**src/rtl/muldiv_pkg.sv**
```systemverilog
// Shared types and constants for the multiply/divide sequencer.
package muldiv_pkg;

  localparam int unsigned DATA_W     = 32;
  localparam int unsigned CNT_W      = 6;
  localparam int unsigned ITER_COUNT = 32;

  localparam logic MD_MULT = 1'b0;
  localparam logic MD_DIV  = 1'b1;

  typedef enum logic [2:0] {
    IDLE,
    LOAD,
    ITER,
    FIXUP,
    DONE
  } state_e;

  // Two's complement negation at data width.
  function automatic logic [DATA_W-1:0] negate(input logic [DATA_W-1:0] x);
    return DATA_W'(~x + 1'b1);
  endfunction

  // Unsigned magnitude of a signed word; 0x80000000 maps to itself, which is correct unsigned.
  function automatic logic [DATA_W-1:0] magnitude(input logic [DATA_W-1:0] x);
    return x[DATA_W-1] ? negate(x) : x;
  endfunction

endpackage

```
**src/rtl/muldiv_datapath.sv**
```systemverilog
// Working registers (A, Q, M) and the shared 33-bit adder for Booth multiply
// and restoring divide, plus the architectural HI/LO registers.
module muldiv_datapath
  import muldiv_pkg::*;
(
  input  logic              clock,
  input  logic              reset,
  input  logic              load_i,
  input  logic              step_i,
  input  logic              fixup_i,
  input  logic              op_i,
  input  logic [DATA_W-1:0] a_i,
  input  logic [DATA_W-1:0] b_i,
  output logic              b_zero_o,
  output logic [DATA_W-1:0] hi_o,
  output logic [DATA_W-1:0] lo_o
);

  logic [DATA_W-1:0] acc_q, acc_d;
  logic [DATA_W-1:0] q_q, q_d;
  logic [DATA_W-1:0] m_q, m_d;
  logic              q1_q, q1_d;
  logic              op_q, op_d;
  logic              neg_quo_q, neg_quo_d;
  logic              neg_rem_q, neg_rem_d;
  logic              b_zero_q, b_zero_d;
  logic [DATA_W-1:0] hi_q, hi_d;
  logic [DATA_W-1:0] lo_q, lo_d;

  logic [DATA_W:0]   add_a, add_b, sum;
  logic              sub;

  // Adder operands: Booth adds/subtracts sign-extended M; divide trial-subtracts M from shifted A.
  always_comb begin
    add_a = '0;
    add_b = '0;
    sub   = 1'b0;
    if (op_q == MD_MULT) begin
      add_a = {acc_q[DATA_W-1], acc_q};
      add_b = (q_q[0] ^ q1_q) ? {m_q[DATA_W-1], m_q} : '0;
      sub   = q_q[0] & ~q1_q;
    end else begin
      add_a = {acc_q, q_q[DATA_W-1]};
      add_b = {1'b0, m_q};
      sub   = 1'b1;
    end
    sum = sub ? (add_a - add_b) : (add_a + add_b);
  end

  // Next-state for working and result registers.
  always_comb begin
    acc_d     = acc_q;
    q_d       = q_q;
    m_d       = m_q;
    q1_d      = q1_q;
    op_d      = op_q;
    neg_quo_d = neg_quo_q;
    neg_rem_d = neg_rem_q;
    b_zero_d  = b_zero_q;
    hi_d      = hi_q;
    lo_d      = lo_q;
    if (load_i) begin
      acc_d = '0;
      q1_d  = 1'b0;
      op_d  = op_i;
      if (op_i == MD_DIV) begin
        q_d       = magnitude(a_i);
        m_d       = magnitude(b_i);
        neg_quo_d = a_i[DATA_W-1] ^ b_i[DATA_W-1];
        neg_rem_d = a_i[DATA_W-1];
        b_zero_d  = (b_i == '0);
      end else begin
        q_d       = b_i;
        m_d       = a_i;
        neg_quo_d = 1'b0;
        neg_rem_d = 1'b0;
        b_zero_d  = 1'b0;
      end
    end else if (step_i) begin
      if (op_q == MD_MULT) begin
        acc_d = sum[DATA_W:1];
        q_d   = {sum[0], q_q[DATA_W-1:1]};
        q1_d  = q_q[0];
      end else if (sum[DATA_W]) begin
        acc_d = add_a[DATA_W-1:0];
        q_d   = {q_q[DATA_W-2:0], 1'b0};
      end else begin
        acc_d = sum[DATA_W-1:0];
        q_d   = {q_q[DATA_W-2:0], 1'b1};
      end
    end else if (fixup_i) begin
      // Signs are applied on the way into HI/LO so partial results never show.
      if (op_q == MD_MULT) begin
        hi_d = acc_q;
        lo_d = q_q;
      end else begin
        hi_d = neg_rem_q ? negate(acc_q) : acc_q;
        lo_d = neg_quo_q ? negate(q_q) : q_q;
      end
    end
  end

  // Register update with asynchronous clear.
  always_ff @(posedge clock or posedge reset) begin
    if (reset) begin
      acc_q     <= '0;
      q_q       <= '0;
      m_q       <= '0;
      q1_q      <= 1'b0;
      op_q      <= MD_MULT;
      neg_quo_q <= 1'b0;
      neg_rem_q <= 1'b0;
      b_zero_q  <= 1'b0;
      hi_q      <= '0;
      lo_q      <= '0;
    end else begin
      acc_q     <= acc_d;
      q_q       <= q_d;
      m_q       <= m_d;
      q1_q      <= q1_d;
      op_q      <= op_d;
      neg_quo_q <= neg_quo_d;
      neg_rem_q <= neg_rem_d;
      b_zero_q  <= b_zero_d;
      hi_q      <= hi_d;
      lo_q      <= lo_d;
    end
  end

  assign b_zero_o = b_zero_q;
  assign hi_o     = hi_q;
  assign lo_o     = lo_q;

endmodule

```
**src/rtl/muldiv_sequencer.sv**
```systemverilog
// Multi-cycle signed multiply/divide sequencer: FSM plus iteration counter
// driving the datapath strobes; busy/done/div_zero are registered.
module muldiv_sequencer
  import muldiv_pkg::*;
(
  input  logic              clock,
  input  logic              reset,
  input  logic              start,
  input  logic              op,
  input  logic [DATA_W-1:0] a_in,
  input  logic [DATA_W-1:0] b_in,
  output logic              busy,
  output logic              done,
  output logic              div_zero,
  output logic [DATA_W-1:0] hi,
  output logic [DATA_W-1:0] lo
);

  state_e           state_q, state_d;
  logic [CNT_W-1:0] cnt_q, cnt_d;
  logic             busy_q, busy_d;
  logic             done_q, done_d;
  logic             div_zero_q, div_zero_d;
  logic             load_c, step_c, fixup_c;
  logic             b_zero;

  // Next-state, counter and datapath strobes.
  always_comb begin
    state_d = state_q;
    cnt_d   = cnt_q;
    load_c  = 1'b0;
    step_c  = 1'b0;
    fixup_c = 1'b0;
    case (state_q)
      IDLE: begin
        cnt_d = '0;
        if (start) begin
          load_c  = 1'b1;
          state_d = LOAD;
        end
      end
      LOAD: begin
        cnt_d   = '0;
        state_d = b_zero ? DONE : ITER;
      end
      ITER: begin
        step_c = 1'b1;
        if (cnt_q == CNT_W'(ITER_COUNT - 1)) begin
          cnt_d   = '0;
          state_d = FIXUP;
        end else begin
          cnt_d = CNT_W'(cnt_q + 1'b1);
        end
      end
      FIXUP: begin
        fixup_c = 1'b1;
        state_d = DONE;
      end
      DONE:    state_d = IDLE;
      default: state_d = IDLE;
    endcase
    busy_d     = (state_d == LOAD) || (state_d == ITER) || (state_d == FIXUP);
    done_d     = (state_d == DONE);
    div_zero_d = (state_q == LOAD) && (state_d == DONE);
  end

  // State, counter and status flags; reset aborts any operation.
  always_ff @(posedge clock or posedge reset) begin
    if (reset) begin
      state_q    <= IDLE;
      cnt_q      <= '0;
      busy_q     <= 1'b0;
      done_q     <= 1'b0;
      div_zero_q <= 1'b0;
    end else begin
      state_q    <= state_d;
      cnt_q      <= cnt_d;
      busy_q     <= busy_d;
      done_q     <= done_d;
      div_zero_q <= div_zero_d;
    end
  end

  muldiv_datapath u_datapath (
    .clock    (clock),
    .reset    (reset),
    .load_i   (load_c),
    .step_i   (step_c),
    .fixup_i  (fixup_c),
    .op_i     (op),
    .a_i      (a_in),
    .b_i      (b_in),
    .b_zero_o (b_zero),
    .hi_o     (hi),
    .lo_o     (lo)
  );

  assign busy     = busy_q;
  assign done     = done_q;
  assign div_zero = div_zero_q;

endmodule

```
**config.mk**
```make
export PLATFORM = sky130hd
export DESIGN_NAME = muldiv_sequencer
export DESIGN_NICKNAME = d
export VERILOG_FILES = /design/src/rtl/muldiv_pkg.sv /design/src/rtl/muldiv_datapath.sv /design/src/rtl/muldiv_sequencer.sv
export SDC_FILE = /design/constraint.sdc
export NUM_CORES = 1
export LEC_CHECK = 0
export ABC_CLOCK_PERIOD_IN_PS = 7600
export BUFFER_PORTS_ARGS = -buffer_cell sky130_fd_sc_hd__buf_2
export CAP_MARGIN = 5
export CORE_MARGIN = 1
export CORE_UTILIZATION = 61
export DETAILED_ROUTE_END_ITERATION = 16
export GPL_TIMING_DRIVEN = 0
export PLACE_DENSITY_LB_ADDON = 0.25
export SYNTH_ARGS = -nofsm -noshare
export SYNTH_HDL_FRONTEND = slang
export SYNTH_SLANG_ARGS = --single-unit
```
**constraint.sdc**
```tcl
create_clock -name clock -period 7.6 [get_ports clock]
set_clock_uncertainty 0.15 [all_clocks]
set_input_delay 0.38 -clock clock [delete_from_list [all_inputs] [get_ports clock]]
set_output_delay 0.38 -clock clock [all_outputs]
set_load 0.02 [all_outputs]
```
==> impl_metrics.yaml <==
logic_synthesis:
  netlist_area_sq_mm: 0.0140
  yosys.cell_types.count: 79
  synth-main-ff-cell: "dfrtp_1"
  syn_nets: 1862
  avgSynthCellArea_sq_um: 7.98
  synth_edf_count: 0
  yosysSeqAreaShare: 0.316
  yosys_register_bits: 177
  synthCells: 1753
  yosys_warnings: 0
  async_flop_share: 1.00
cells_and_area:
  final_common_cell: "nand2_1"
  ff_latch_area_sq_mm: 0.00443
  areaGrowthSynthToFinish_pct: 11.9
  antenna_cells: 0
  multi_input_area_sq_mm: 0.00898
  fin_nets: 2016
  layout-drive-gt1-share: 0.121
  fill_cells: 1934
  layout_common_cells: "nand2_1, o21ai_0, dfrtp_1, buf_2, a21oi_1"
sta:
  rsz0062_at_grt: "no"
  setup_ws_ns: 0.413
  worstMarginPinSlew_ns: 0.839
  fin_crit_ns: 7.19
  finalMaxSlewViolations: 0
  max_freq_mhz: 139
  hold_violations: 0
  finalSetupViolCount: 0
  period_share: 0.946
  setup_tns_ns: 0
  slew_headroom: 0.434
worst_setup_path:
  crit_arrival_ns: 7.36
  endpoint_kind: "register"
  crit_fanout: 10
  crit_type: "register to register"
  reg2reg_depth: 20
  worstSetupStartpointType: "register"
  reg2reg_from: "u_datapath.op_q"
  reg2reg_to: "u_datapath.acc_q[26]"
  required_ns: 7.77
  regToRegSetupSlack_ns: 0.41
place:
  portBuffers: 133
  dp_slack_ns: 0.189
  gp_congestion: 1.01
  dpl.hpwl_um: 34300
route:
  detail-route-antenna-nets: 0
  vias_per_cell: 6.40
  drc: 0
  finalWirelength_um: 44200
  num_vias: 14100
  first_iter_violations: 1537
  dr.pass1.iters: 7
  wl_per_cell_um: 20.0
clock_network:
  cts_tree: "done"
  clk_transition_reported_paths_ns: 0.08
  cts_buffers: 17
  ctsHtreeMaxLevel: 4
  cts_buffer_depth: 2
  cts_sinks: 177
  clock_latency_ns: 0.45
  root_buffer: "clkbuf_16"
floorplan:
  io-pin-count: 135
  die_w_um: 153
  die_h_um: 153
  core_sq_mm: 0.0226
  dieArea_sq_mm: 0.0236
  start_util: 0.620
  rows: 55
min_path:
  hold_end: "u_datapath.q_q[22]"
  min_from: "b_in[22]"
  min_path_type: "primary input to register"
  hold_depth: 3
grt:
  grt_max_degree: 91
  grt_remaining_overflow: 0
  grt.total_usage: 0.378
  antenna_found_initial: 1
  grt_pass1_vias: 12900
  grt_pass1_wl_um: 69800
status:
  status: "complete, no violations"
flow_run:
  max-cap-violations: 0
[layout make-up]
| type | instances | area share |
|---|---|---|
| inverters | 29 | 0.00743 |
| flip-flops and latches | 177 | 0.283 |
| repair buffers | 135 | 0.0449 |
| clock inverters | 15 | 0.0105 |
| plain buffers | 122 | 0.0310 |
| well taps | 285 | 0.0228 |
| multi-input cells | 1425 | 0.573 |
| clock buffers | 17 | 0.0272 |
[metrics by stage]
step | std cells | area [sq um] | util | hold WS, ns
after floorplan | 1753 | 14000 | - | 0.303
after global placement | 2171 | 15000 | 0.665 | 0.308
after detailed placement | 2172 | 15100 | 0.667 | 0.315
after CTS | 2205 | 15700 | 0.693 | 0.132
after global routing | 2205 | 15700 | 0.694 | 0.164
final | 2205 | 15700 | 0.694 | 0.144
[worst max path at each step]
stage | from | to | slack, ns
after floorplan | u_datapath.op_q | u_datapath.acc_q[11] | 2.13
after global placement | u_datapath.op_q | u_datapath.acc_q[26] | 0.24
after detailed placement | u_datapath.op_q | u_datapath.acc_q[26] | 0.19
after CTS | u_datapath.op_q | u_datapath.acc_q[1] | 0.17
after global routing | u_datapath.op_q | u_datapath.acc_q[5] | 0.03
final | u_datapath.op_q | u_datapath.acc_q[26] | 0.41
[timing repair]
| item | CTS | global route |
|---|---|---|
| setup endpoints to repair | 0 | 31 |
| gates resized for setup | 0 | 3 |
| buffers inserted | 0 | 0 |
| hold buffers | 1 | 0 |
| endpoints found under the hold margin | 89 | 0 |
[synth_stat cells, drive strengths merged, types with 27 or more instances]
master	n	area, sq um
a21oi	127	636
nor2	126	473
clkbuf	110	413
inv	28	105
xnor2	66	586
dfrtp	177	4430
mux2i	59	591
mux2	30	338
o211ai	37	278
nand2	266	998
ha	40	500
o21ai	231	1160
o31ai	31	248
nand3	27	135
xor2	102	901
[worst max-delay path, cell delays in order (launching register included)]
cell and delay (ns):
dfrtp_1 0.33, clkbuf_1 0.40, clkbuf_2 0.36, inv_1 0.21, nand2_1 0.27, clkbuf_1 0.39, nand2_1 0.16, ha_1 0.24
clkbuf_1 0.24, o21ai_2 0.51, o211ai_1 0.31, ha_1 0.42, a21o_1 0.22, or3_1 0.35, o21ai_0 0.46, o21ai_1 0.32
o311ai_0 0.81, o21ai_0 0.22, xor2_1 0.22, a222oi_1 0.33, o31ai_1 0.12
[cells by family (layout without fill, tap and decap cells)]
kind of cell / Yosys count / count (layout) / synth area share
AOI/OAI and AO/OA: 554 / 554 / 0.242
xor gates and xnor gates: 168 / 168 / 0.106
adders and majority gates: 41 / 41 / 0.0372
buffers and inverters: 151 / 318 / 0.0424
DFF: 177 / 177 / 0.316
muxes: 89 / 89 / 0.0663
and+or+nand+nor: 573 / 573 / 0.190
[state kept, by name (all words and copies together), names as in the netlist, 3 cells and up]
register / cells
u_datapath.m_q: 32
u_datapath.acc_q: 32
u_datapath.lo_o: 32
state_q: 3
cnt_q: 6
u_datapath.hi_o: 32
u_datapath.q_q: 32
[per-layer routing]
| metal | vias to the layer above | track usage | share of wire |
|---|---|---|---|
| met3 | 99 | 0.0686 | 0.099 |
| li1 | 6594 | - | - |
| met2 | 754 | 0.572 | 0.44 |
| met1 | 6662 | 0.535 | 0.43 |
| met5 | - | 0 | 0.00034 |
| met4 | 2 | 0.153 | 0.036 |
Power is not shown: default switching activity piles up to over one toggle a cycle in this logic, so the estimate is an artifact.
